## src/rtl/input_capture_pio.sv

```systemverilog
// Avalon-MM input PIO: synchronised, debounced pushbuttons and switches with edge capture, IRQ and key[0] press counter.
// Optional build macro INPUT_CAPTURE_SW_EDGE_EN lets switch changes capture edges and raise the interrupt.
module input_capture_pio #(
    parameter int KEY_W       = 1,
    parameter int SW_W        = 10,
    parameter int TICK_CYCLES = 250000,
    parameter int DB_SAMPLES  = 4
) (
    input  logic                 clk,
    input  logic                 reset_n,
    input  logic [1:0]           address,
    input  logic                 chipselect,
    input  logic                 read,
    input  logic                 write,
    input  logic [31:0]          writedata,
    output logic [31:0]          readdata,
    output logic                 irq,
    input  logic [KEY_W-1:0]     key_in,
    input  logic [SW_W-1:0]      sw_in
);

    localparam int N  = KEY_W + SW_W;
    localparam int PW = (TICK_CYCLES > 1) ? $clog2(TICK_CYCLES) : 1;
    localparam logic [N-1:0] IDLE_LEVEL = {{SW_W{1'b0}}, {KEY_W{1'b1}}};
`ifdef INPUT_CAPTURE_SW_EDGE_EN
    localparam logic [N-1:0] EDGE_MASK = {N{1'b1}};
`else
    localparam logic [N-1:0] EDGE_MASK = {{SW_W{1'b0}}, {KEY_W{1'b1}}};
`endif

    logic [N-1:0]        meta_r;
    logic [N-1:0]        sync_r;
    logic [N-1:0]        db_r;
    logic [N-1:0]        db_nxt_s;
    logic [N-1:0][2:0]   cnt_r;
    logic [N-1:0][2:0]   cnt_nxt_s;
    logic                primed_r;
    logic                primed_nxt_s;
    logic [PW-1:0]       presc_r;
    logic                tick_s;
    logic [N-1:0]        changed_s;
    logic [N-1:0]        new_edge_s;
    logic                press_s;
    logic [N-1:0]        irqmask_r;
    logic [N-1:0]        edgecap_r;
    logic [N-1:0]        edgecap_nxt_s;
    logic [15:0]         presses_r;
    logic                wr_s;
    logic                rd_s;
    logic                unused_wdata_s;

    assign wr_s           = chipselect & write;
    assign rd_s           = chipselect & read;
    assign tick_s         = (presc_r == PW'(TICK_CYCLES - 1));
    assign unused_wdata_s = ^writedata[31:N];

    // Two-flop synchroniser; idle levels match released keys and low switches.
    always_ff @(posedge clk) begin
        if (!reset_n) begin
            meta_r <= IDLE_LEVEL;
            sync_r <= IDLE_LEVEL;
        end else begin
            meta_r <= {sw_in, key_in};
            sync_r <= meta_r;
        end
    end

    // Debounce sample prescaler, wrapping at TICK_CYCLES-1.
    always_ff @(posedge clk) begin
        if (!reset_n) begin
            presc_r <= '0;
        end else if (tick_s) begin
            presc_r <= '0;
        end else begin
            presc_r <= presc_r + PW'(1);
        end
    end

    // Per-bit debounce; the first tick after reset just adopts the synced levels.
    always_comb begin
        db_nxt_s     = db_r;
        cnt_nxt_s    = cnt_r;
        primed_nxt_s = primed_r;
        if (tick_s) begin
            if (!primed_r) begin
                db_nxt_s     = sync_r;
                cnt_nxt_s    = '0;
                primed_nxt_s = 1'b1;
            end else begin
                for (int i = 0; i < N; i++) begin
                    if (sync_r[i] == db_r[i]) begin
                        cnt_nxt_s[i] = 3'd0;
                    end else if (cnt_r[i] == 3'(DB_SAMPLES - 1)) begin
                        db_nxt_s[i]  = sync_r[i];
                        cnt_nxt_s[i] = 3'd0;
                    end else begin
                        cnt_nxt_s[i] = cnt_r[i] + 3'd1;
                    end
                end
            end
        end else begin
            primed_nxt_s = primed_r;
        end
    end

    // Keys capture only presses (1->0); switches capture any change.
    always_comb begin
        changed_s  = primed_r ? (db_r ^ db_nxt_s) : '0;
        new_edge_s = {changed_s[N-1:KEY_W], changed_s[KEY_W-1:0] & db_r[KEY_W-1:0]} & EDGE_MASK;
        press_s    = changed_s[0] & db_r[0];
        if (wr_s && (address == 2'd2)) begin
            edgecap_nxt_s = ((edgecap_r & ~writedata[N-1:0]) | new_edge_s) & EDGE_MASK;
        end else begin
            edgecap_nxt_s = (edgecap_r | new_edge_s) & EDGE_MASK;
        end
    end

    // Debounce state registers.
    always_ff @(posedge clk) begin
        if (!reset_n) begin
            db_r     <= IDLE_LEVEL;
            cnt_r    <= '0;
            primed_r <= 1'b0;
        end else begin
            db_r     <= db_nxt_s;
            cnt_r    <= cnt_nxt_s;
            primed_r <= primed_nxt_s;
        end
    end

    // Software-visible registers; a same-cycle press beats a clear.
    always_ff @(posedge clk) begin
        if (!reset_n) begin
            irqmask_r <= '0;
            edgecap_r <= '0;
            presses_r <= 16'h0000;
        end else begin
            edgecap_r <= edgecap_nxt_s;
            if (wr_s && (address == 2'd1)) begin
                irqmask_r <= writedata[N-1:0] & EDGE_MASK;
            end else begin
                irqmask_r <= irqmask_r;
            end
            if (wr_s && (address == 2'd3)) begin
                presses_r <= {15'h0000, press_s};
            end else if (press_s) begin
                presses_r <= presses_r + 16'h0001;
            end else begin
                presses_r <= presses_r;
            end
        end
    end

    // Registered read port and level interrupt.
    always_ff @(posedge clk) begin
        if (!reset_n) begin
            readdata <= 32'h0000_0000;
            irq      <= 1'b0;
        end else begin
            irq <= |(edgecap_r & irqmask_r);
            if (rd_s) begin
                case (address)
                    2'd0:    readdata <= 32'(db_r);
                    2'd1:    readdata <= 32'(irqmask_r);
                    2'd2:    readdata <= 32'(edgecap_r);
                    2'd3:    readdata <= {16'h0000, presses_r};
                    default: readdata <= 32'h0000_0000;
                endcase
            end else begin
                readdata <= readdata;
            end
        end
    end

endmodule

```

## config.mk

```make
export PLATFORM = sky130hd
export DESIGN_NAME = input_capture_pio
export DESIGN_NICKNAME = d
export VERILOG_FILES = /design/src/rtl/input_capture_pio.sv
export SDC_FILE = /design/constraint.sdc
export NUM_CORES = 1
export LEC_CHECK = 0
export BUFFER_PORTS_ARGS = -buffer_cell sky130_fd_sc_hd__buf_2
export CORE_MARGIN = 8
export CORE_UTILIZATION = 50
export CTS_BUF_LIST = sky130_fd_sc_hd__clkbuf_8
export CTS_CLUSTER_DIAMETER = 40
export DETAILED_ROUTE_END_ITERATION = 10
export HOLD_SLACK_MARGIN = 0.1
export PLACE_DENSITY = 0.73
export REMOVE_ABC_BUFFERS = 1
export SLEW_MARGIN = 20
export SYNTH_ARGS = -nofsm -noshare
export SYNTH_HDL_FRONTEND = slang
export SYNTH_SLANG_ARGS = --single-unit
```

## constraint.sdc

```tcl
create_clock -name clk -period 6.7 [get_ports clk]
set_input_delay 0.335 -clock clk [delete_from_list [all_inputs] [get_ports clk]]
set_output_delay 0.335 -clock clk [all_outputs]
set_load 0.01 [all_outputs]
```

# Yosys cells after proc, flatten, opt, wreduce, memory -nomap -nowiden
# Index checks and enable logic that the tools add are counted.
# W data, S select, Z words.
[totals]
reg_bits = 136
inputBits = 50
out_inout_bits = 33
wordCells = 131
[op_classes]
n_addsub = 13
eq_ne = 26
n_mux = 52
bitwise_logic = 10
reduce_logical = 8
[op_table]
columns = ["operator", "count"]
rows = [
  ["$pmux W32 S4", 1],
  ["$mux W3", 22],
  ["$add A3 B1 Y3 const B", 11],
  ["$eq A3 B2 Y1 const B", 11],
  ["$mux W33", 1],
  ["$mux W1", 26],
  ["$mux W11", 2],
  ["$add A18 B1 Y18 const B", 1],
  ["$eq A18 B18 Y1 const B", 1],
  ["$add A16 B1 Y16 const B", 1],
  ["$eq A1 B1 Y1", 11],
  ["$reduce_or A11 Y1", 1],
  ["$and A1 B1 Y1", 5],
  ["$eq A2 B2 Y1 const B", 2],
  ["$reduce_or A2 Y1", 2],
  ["$logic_and A1 B1 Y1", 3],
  ["$eq A2 B1 Y1 const B", 1],
  ["$logic_not A2 Y1", 1],
  ["$not A1 Y1", 2],
  ["$or A1 B1 Y1", 2],
  ["$reduce_bool A2 Y1", 1],
  ["$xor A1 B1 Y1", 1],
]

# Logic depth before layout (Yosys ltp)
[depth]
ltp_word = 10
mapped_depth = 8
depth_no_buf = 5

# Least setup slack after synthesis
# OpenSTA, ideal clock, no wires.
[synth_timing]
path_kind = "flip-flop to flip-flop"
start = "register presc_r[8]"
end = "register presses_r[10]"
setup_ps = 132
arrival_ps = 2006
required_ps = 6568
path_slack_ps = 4561
path_stages_with_launch = 8
path_buffers = 3
period_less_slack_ps = 2139
cell_sequence = "dfxtp_1 > or4b_4 > or3_1 > buf_6 > clkbuf_1 > clkbuf_1 > o31ai_1 > a21oi_1"
[synth_via]
elab_chain_cells = 5
[synth_rtl]
columns = ["item", "line_no", "source"]
rows = [
  ["from (decl)", "39", "logic [PW-1:0] presc_r;"],
  ["from (signal assigned)", "75", "presc_r <= presc_r + PW'(1);"],
  ["$eq A18 B18 Y1", "54", "assign tick_s = (presc_r == PW'(TICK_CYCLES - 1));"],
  ["$mux W11", "84", "if (tick_s) begin"],
  ["$xor A1 B1 Y1", "108", "changed_s = primed_r ? (db_r ^ db_nxt_s) : '0;"],
  ["$mux W1", "108", ""],
  ["$and A1 B1 Y1", "110", "press_s = changed_s[0] & db_r[0];"],
  ["to (signal assigned)", "145", "presses_r <= {15'h0000, press_s};"],
  ["to (signal assigned)", "147", "presses_r <= presses_r + 16'h0001;"],
  ["to (signal assigned)", "149", "presses_r <= presses_r;"],
  ["to (decl)", "47", "logic [15:0] presses_r;"],
]
# Every way passes these cells.
# A chain may end at the register's enable or synchronous reset.

# Final worst setup path
[layout_timing]
start = "register presc_r[0]"
end = "register presses_r[3]"
# Same word-level chain as after synthesis.

==> results_tabular.tex <==
\begin{tabular}{lr}
\hline
Metric & Value \\
\hline
\multicolumn{2}{l}{\textbf{Outcome}} \\
\quad Status & finished, final reports clean \\
\multicolumn{2}{l}{\textbf{Yosys}} \\
\quad Async set-reset flop share out of synthesis & 0 \\
\quad Most used standard cell by instance count after synthesis & dfxtp\_1 \\
\quad Biggest area consumer among synthesized cells & dfxtp\_1 \\
\quad Average footprint of a synthesized cell & 8.71 um\^{}2 \\
\quad Synthesis-stage register bit count & 120 \\
\quad Top cells by area in the synthesized netlist & dfxtp\_1, a21oi\_1, nand2\_1 \\
\quad Sequential cell area fraction in the yosys report & 0.440 \\
\quad Main flop type after synthesis & dfxtp\_1 \\
\quad Post-synth EDFFs & 0 \\
\quad Warnings from Yosys & 0 \\
\quad Most instantiated cells after synthesis & dfxtp\_1, nand2\_1, a21oi\_1 \\
\quad Portion of synthesized cell area occupied by the leading cell type & 0.440 \\
\quad Area of the mapped netlist & 5460 um\^{}2 \\
\quad Post-Synthesis Cells & roughly 630 \\
\quad Count of unique library cells instantiated by Yosys & between 40 and 50 \\
\multicolumn{2}{l}{\textbf{Placement}} \\
\quad Placer congestion estimate & 0.803 \\
\quad Placed wire-length estimate after detailed placement & approximately 7.9 mm \\
\quad Pre-CTS setup slack & 4000 ps \\
\quad Count of buffers inserted at the top-level ports & 35 \\
\multicolumn{2}{l}{\textbf{Clock network}} \\
\quad TritonCTS clock tree & yes \\
\quad Insertion delay to the later sink of the worst-skew pair & 440 ps \\
\quad H-tree lvl count & 4 \\
\quad Register clock-pin slew on the reported worst setup and hold paths & 70 ps \\
\quad Clock buffers created by TritonCTS & 17 \\
\quad Post-cts resize count & 0 \\
\quad Sinks on the clock net & 120 \\
\quad CTS Root Cell & clkbuf\_8 \\
\quad Total setup buffers inserted after CTS & 0 \\
\quad Maximum root-to-sink buffer count & 2 \\
\multicolumn{2}{l}{\textbf{Worst hold path}} \\
\quad Hold Path Class & input port to register \\
\quad Count of cells along the worst hold path & 3 \\
\multicolumn{2}{l}{\textbf{Timing}} \\
\quad Post-route worst hold slack & about 160 ps \\
\quad Achievable clock frequency & 0.357 GHz \\
\quad Number of endpoints failing setup at the final stage & 0 \\
\quad Worst slew pin tran & 953 ps \\
\quad RSZ-0062 raised after global routing & no \\
\quad Final worst slack & 3900 ps \\
\quad Worst rel slew slack & 0.364 \\
\quad Total negative setup slack & 0 ps \\
\quad Post-route minimum period & approximately 2800 ps \\
\quad Final worst-path cycle share & 0.418 \\
\quad Max-slew violation total from the final report & 0 \\
\quad Count of endpoints failing hold in the final timing report & 0 \\
\quad Clock tree skew after final layout & 13.1 ps \\
\multicolumn{2}{l}{\textbf{Detailed routing}} \\
\quad Count of routing violations after the opening detailed-route iteration & 376 \\
\quad Final routed DRC violation total & 0 \\
\quad Drt first pass iters & 5 \\
\quad Drt total wl & 12.5 mm \\
\quad DR WL/cell & 15.5 um \\
\quad Antenna-violating nets left & 0 \\
\quad Via density per instance & 5.74 \\
\quad Count of vias placed by the detailed router & around 4600 \\
\multicolumn{2}{l}{\textbf{Layout}} \\
\quad Fraction of final layout cells with drive strength greater than 1 & 0.121 \\
\quad Area used by sequential logic in the layout & 2400 um\^{}2 \\
\quad Nets@finish & 719 \\
\quad Multi-input gate area in the final layout & 2800 um\^{}2 \\
\quad P\&R area growth vs syn & 12.6\% \\
\quad Number of filler cells placed in the layout & 956 \\
\quad Layout Utilization & 0.572 \\
\quad Antenna diode instance count & 0 \\
\multicolumn{2}{l}{\textbf{Die}} \\
\quad Core Rows & 38 \\
\quad Total core area & about 11000 um\^{}2 \\
\quad Height of the die & 121 um \\
\quad Io pins & 83 \\
\quad Die area & 14500 um\^{}2 \\
\quad Initial standard-cell utilization of the core & 0.508 \\
\quad Die span in x & about 120 um \\
\multicolumn{2}{l}{\textbf{Global routing}} \\
\quad Gr usage total & 0.172 \\
\quad Number of global-route vias before repair & 4371 \\
\quad Pin count of the biggest net entering global routing & 59 \\
\quad Number of antenna violations at the first check in global routing & 0 \\
\quad Congestion Overflow GR & 0 \\
\quad Global-route wire length before repair & 20.5 mm \\
\multicolumn{2}{l}{\textbf{Worst setup path}} \\
\quad Required time at the worst-slack endpoint & 7060 ps \\
\quad Crit. End Element & register \\
\quad Signal arrival time at the worst endpoint & 3160 ps \\
\quad Maximum fanout count along the critical path & 25 \\
\quad Worst Reg-to-Reg Cells & 5 \\
\quad Nature of the critical path startpoint & register \\
\quad Type of the setup path with the least slack & register to register \\
\multicolumn{2}{l}{\textbf{Job}} \\
\quad Max\_cap viols & 0 \\
\multicolumn{2}{l}{\textbf{Power}} \\
\quad Combinational share of power & 0.042 \\
\quad Switching pwr & around 350 uW \\
\quad Internal Power & between 1 and 1.5 mW \\
\quad Maximum VDD drop & 0.000165 V \\
\quad Switching share of power & 0.240 \\
\quad Sequential share of power & 0.497 \\
\quad LEAKAGE & around 2.3 nW \\
\quad Overall Power & 1.47 mW \\
\quad Cell area power density & 239 nW/um\^{}2 \\
\quad Share of total power in the clock network & 0.460 \\
\hline
\end{tabular}
-- final cells by class --
cell class	count	share of cell area
inverter	9	0.00549
clock buffer	17	0.0380
multi-input combinational	456	0.455
clock inverter	15	0.0289
tap	140	0.0285
sequential	120	0.391
timing repair buffer	52	0.0537
-- through the flow --
step | area [um^2] | std cells
CTS | 6150 | 809
finish | 6150 | 809
global placement | 5630 | 766
global route | 6150 | 809
floorplan | 5230 | 585
detailed placement | 5630 | 766
-- final timing paths --
check | end | slack (ps) | startpoint
setup / recovery | presses_r[3] | 3900 | presc_r[0]
hold reg to reg | sync_r[0] | 410 | meta_r[0]
hold / removal | irqmask_r[0] | 160 | writedata[0]
setup reg to reg | presses_r[3] | 3900 | presc_r[0]
-- critical path: stages, from the launching register on --
cell	delay (ps)
dfxtp_1	420
ha_1	320
and3_1	330
nand4_1	730
or4_1	760
a21oi_1	160
-- cells by family after synthesis --
logic type,after synthesis,share of synthesized area
AOI/OAI and AO/OA,108,0.117
xor gates and xnor gates,26,0.0417
adders and majority gates,13,0.0298
buffers and inverters,66,0.0596
DFF,120,0.440
muxes,15,0.0298
other,1,0.000686
and+or+nand+nor,278,0.282
-- routing by layer --
layer,global-route usage,part of all wire,up-vias
met5,0,0,-
met4,0.0648,0.010,0
met3,0.0466,0.062,14
met2,0.289,0.48,130
met1,0.207,0.45,2224
li1,-,-,2278
-- power groups by stage --
stage          registers (mW)  clock network [mW]  logic, mW
2_1_floorplan           0.748                   0     0.0305
3_3_place_gp            0.747                   0     0.0559
3_5_place_dp            0.747                   0     0.0568
4_1_cts                 0.731               0.684     0.0618
5_1_grt                 0.732               0.717     0.0691
6_report                0.731               0.676     0.0621
-- registers in the layout (all words and copies together), names as in the netlist --
register / cells
irq: 1
presc_r: 18
sync_r: 11
presses_r: 16
primed_r: 1
cnt_r: 33
db_r: 11
readdata: 16
edgecap_r: 1
meta_r: 11
irqmask_r: 1
-- layout by cell type (no fill, tap or decap), types with 7 or more instances in the layout --
cell | Yosys | routed
nor4_1 | 8 | 8
nand2b_1 | 16 | 16
xnor2_1 | 11 | 11
nand4_1 | 20 | 20
o31ai_1 | 12 | 12
nand3b_1 | 11 | 11
or4_1 | 17 | 17
clkbuf_8 | 0 | 17
nor2_1 | 38 | 36
a21oi_1 | 49 | 49
mux2i_1 | 14 | 14
and2_1 | 25 | 25
conb_1 | 1 | 16
buf_2 | 2 | 35
and3_1 | 16 | 16
xor2_1 | 15 | 15
nor3_1 | 13 | 13
nand3_1 | 31 | 31
nand4b_1 | 7 | 7
dfxtp_1 | 120 | 120
ha_1 | 13 | 13
o21ai_0 | 26 | 26
a221oi_1 | 10 | 10
nand2_1 | 59 | 59
dlygate4sd3_1 | 0 | 11
inv_1 | 8 | 8
-- what timing repair did --
item	in CTS	in global routing
hold buffers	11	0
endpoints found under the hold margin	11	0
endpoints found under the setup margin	0	0
No activity file was read; power rests on OpenSTA's default activity.
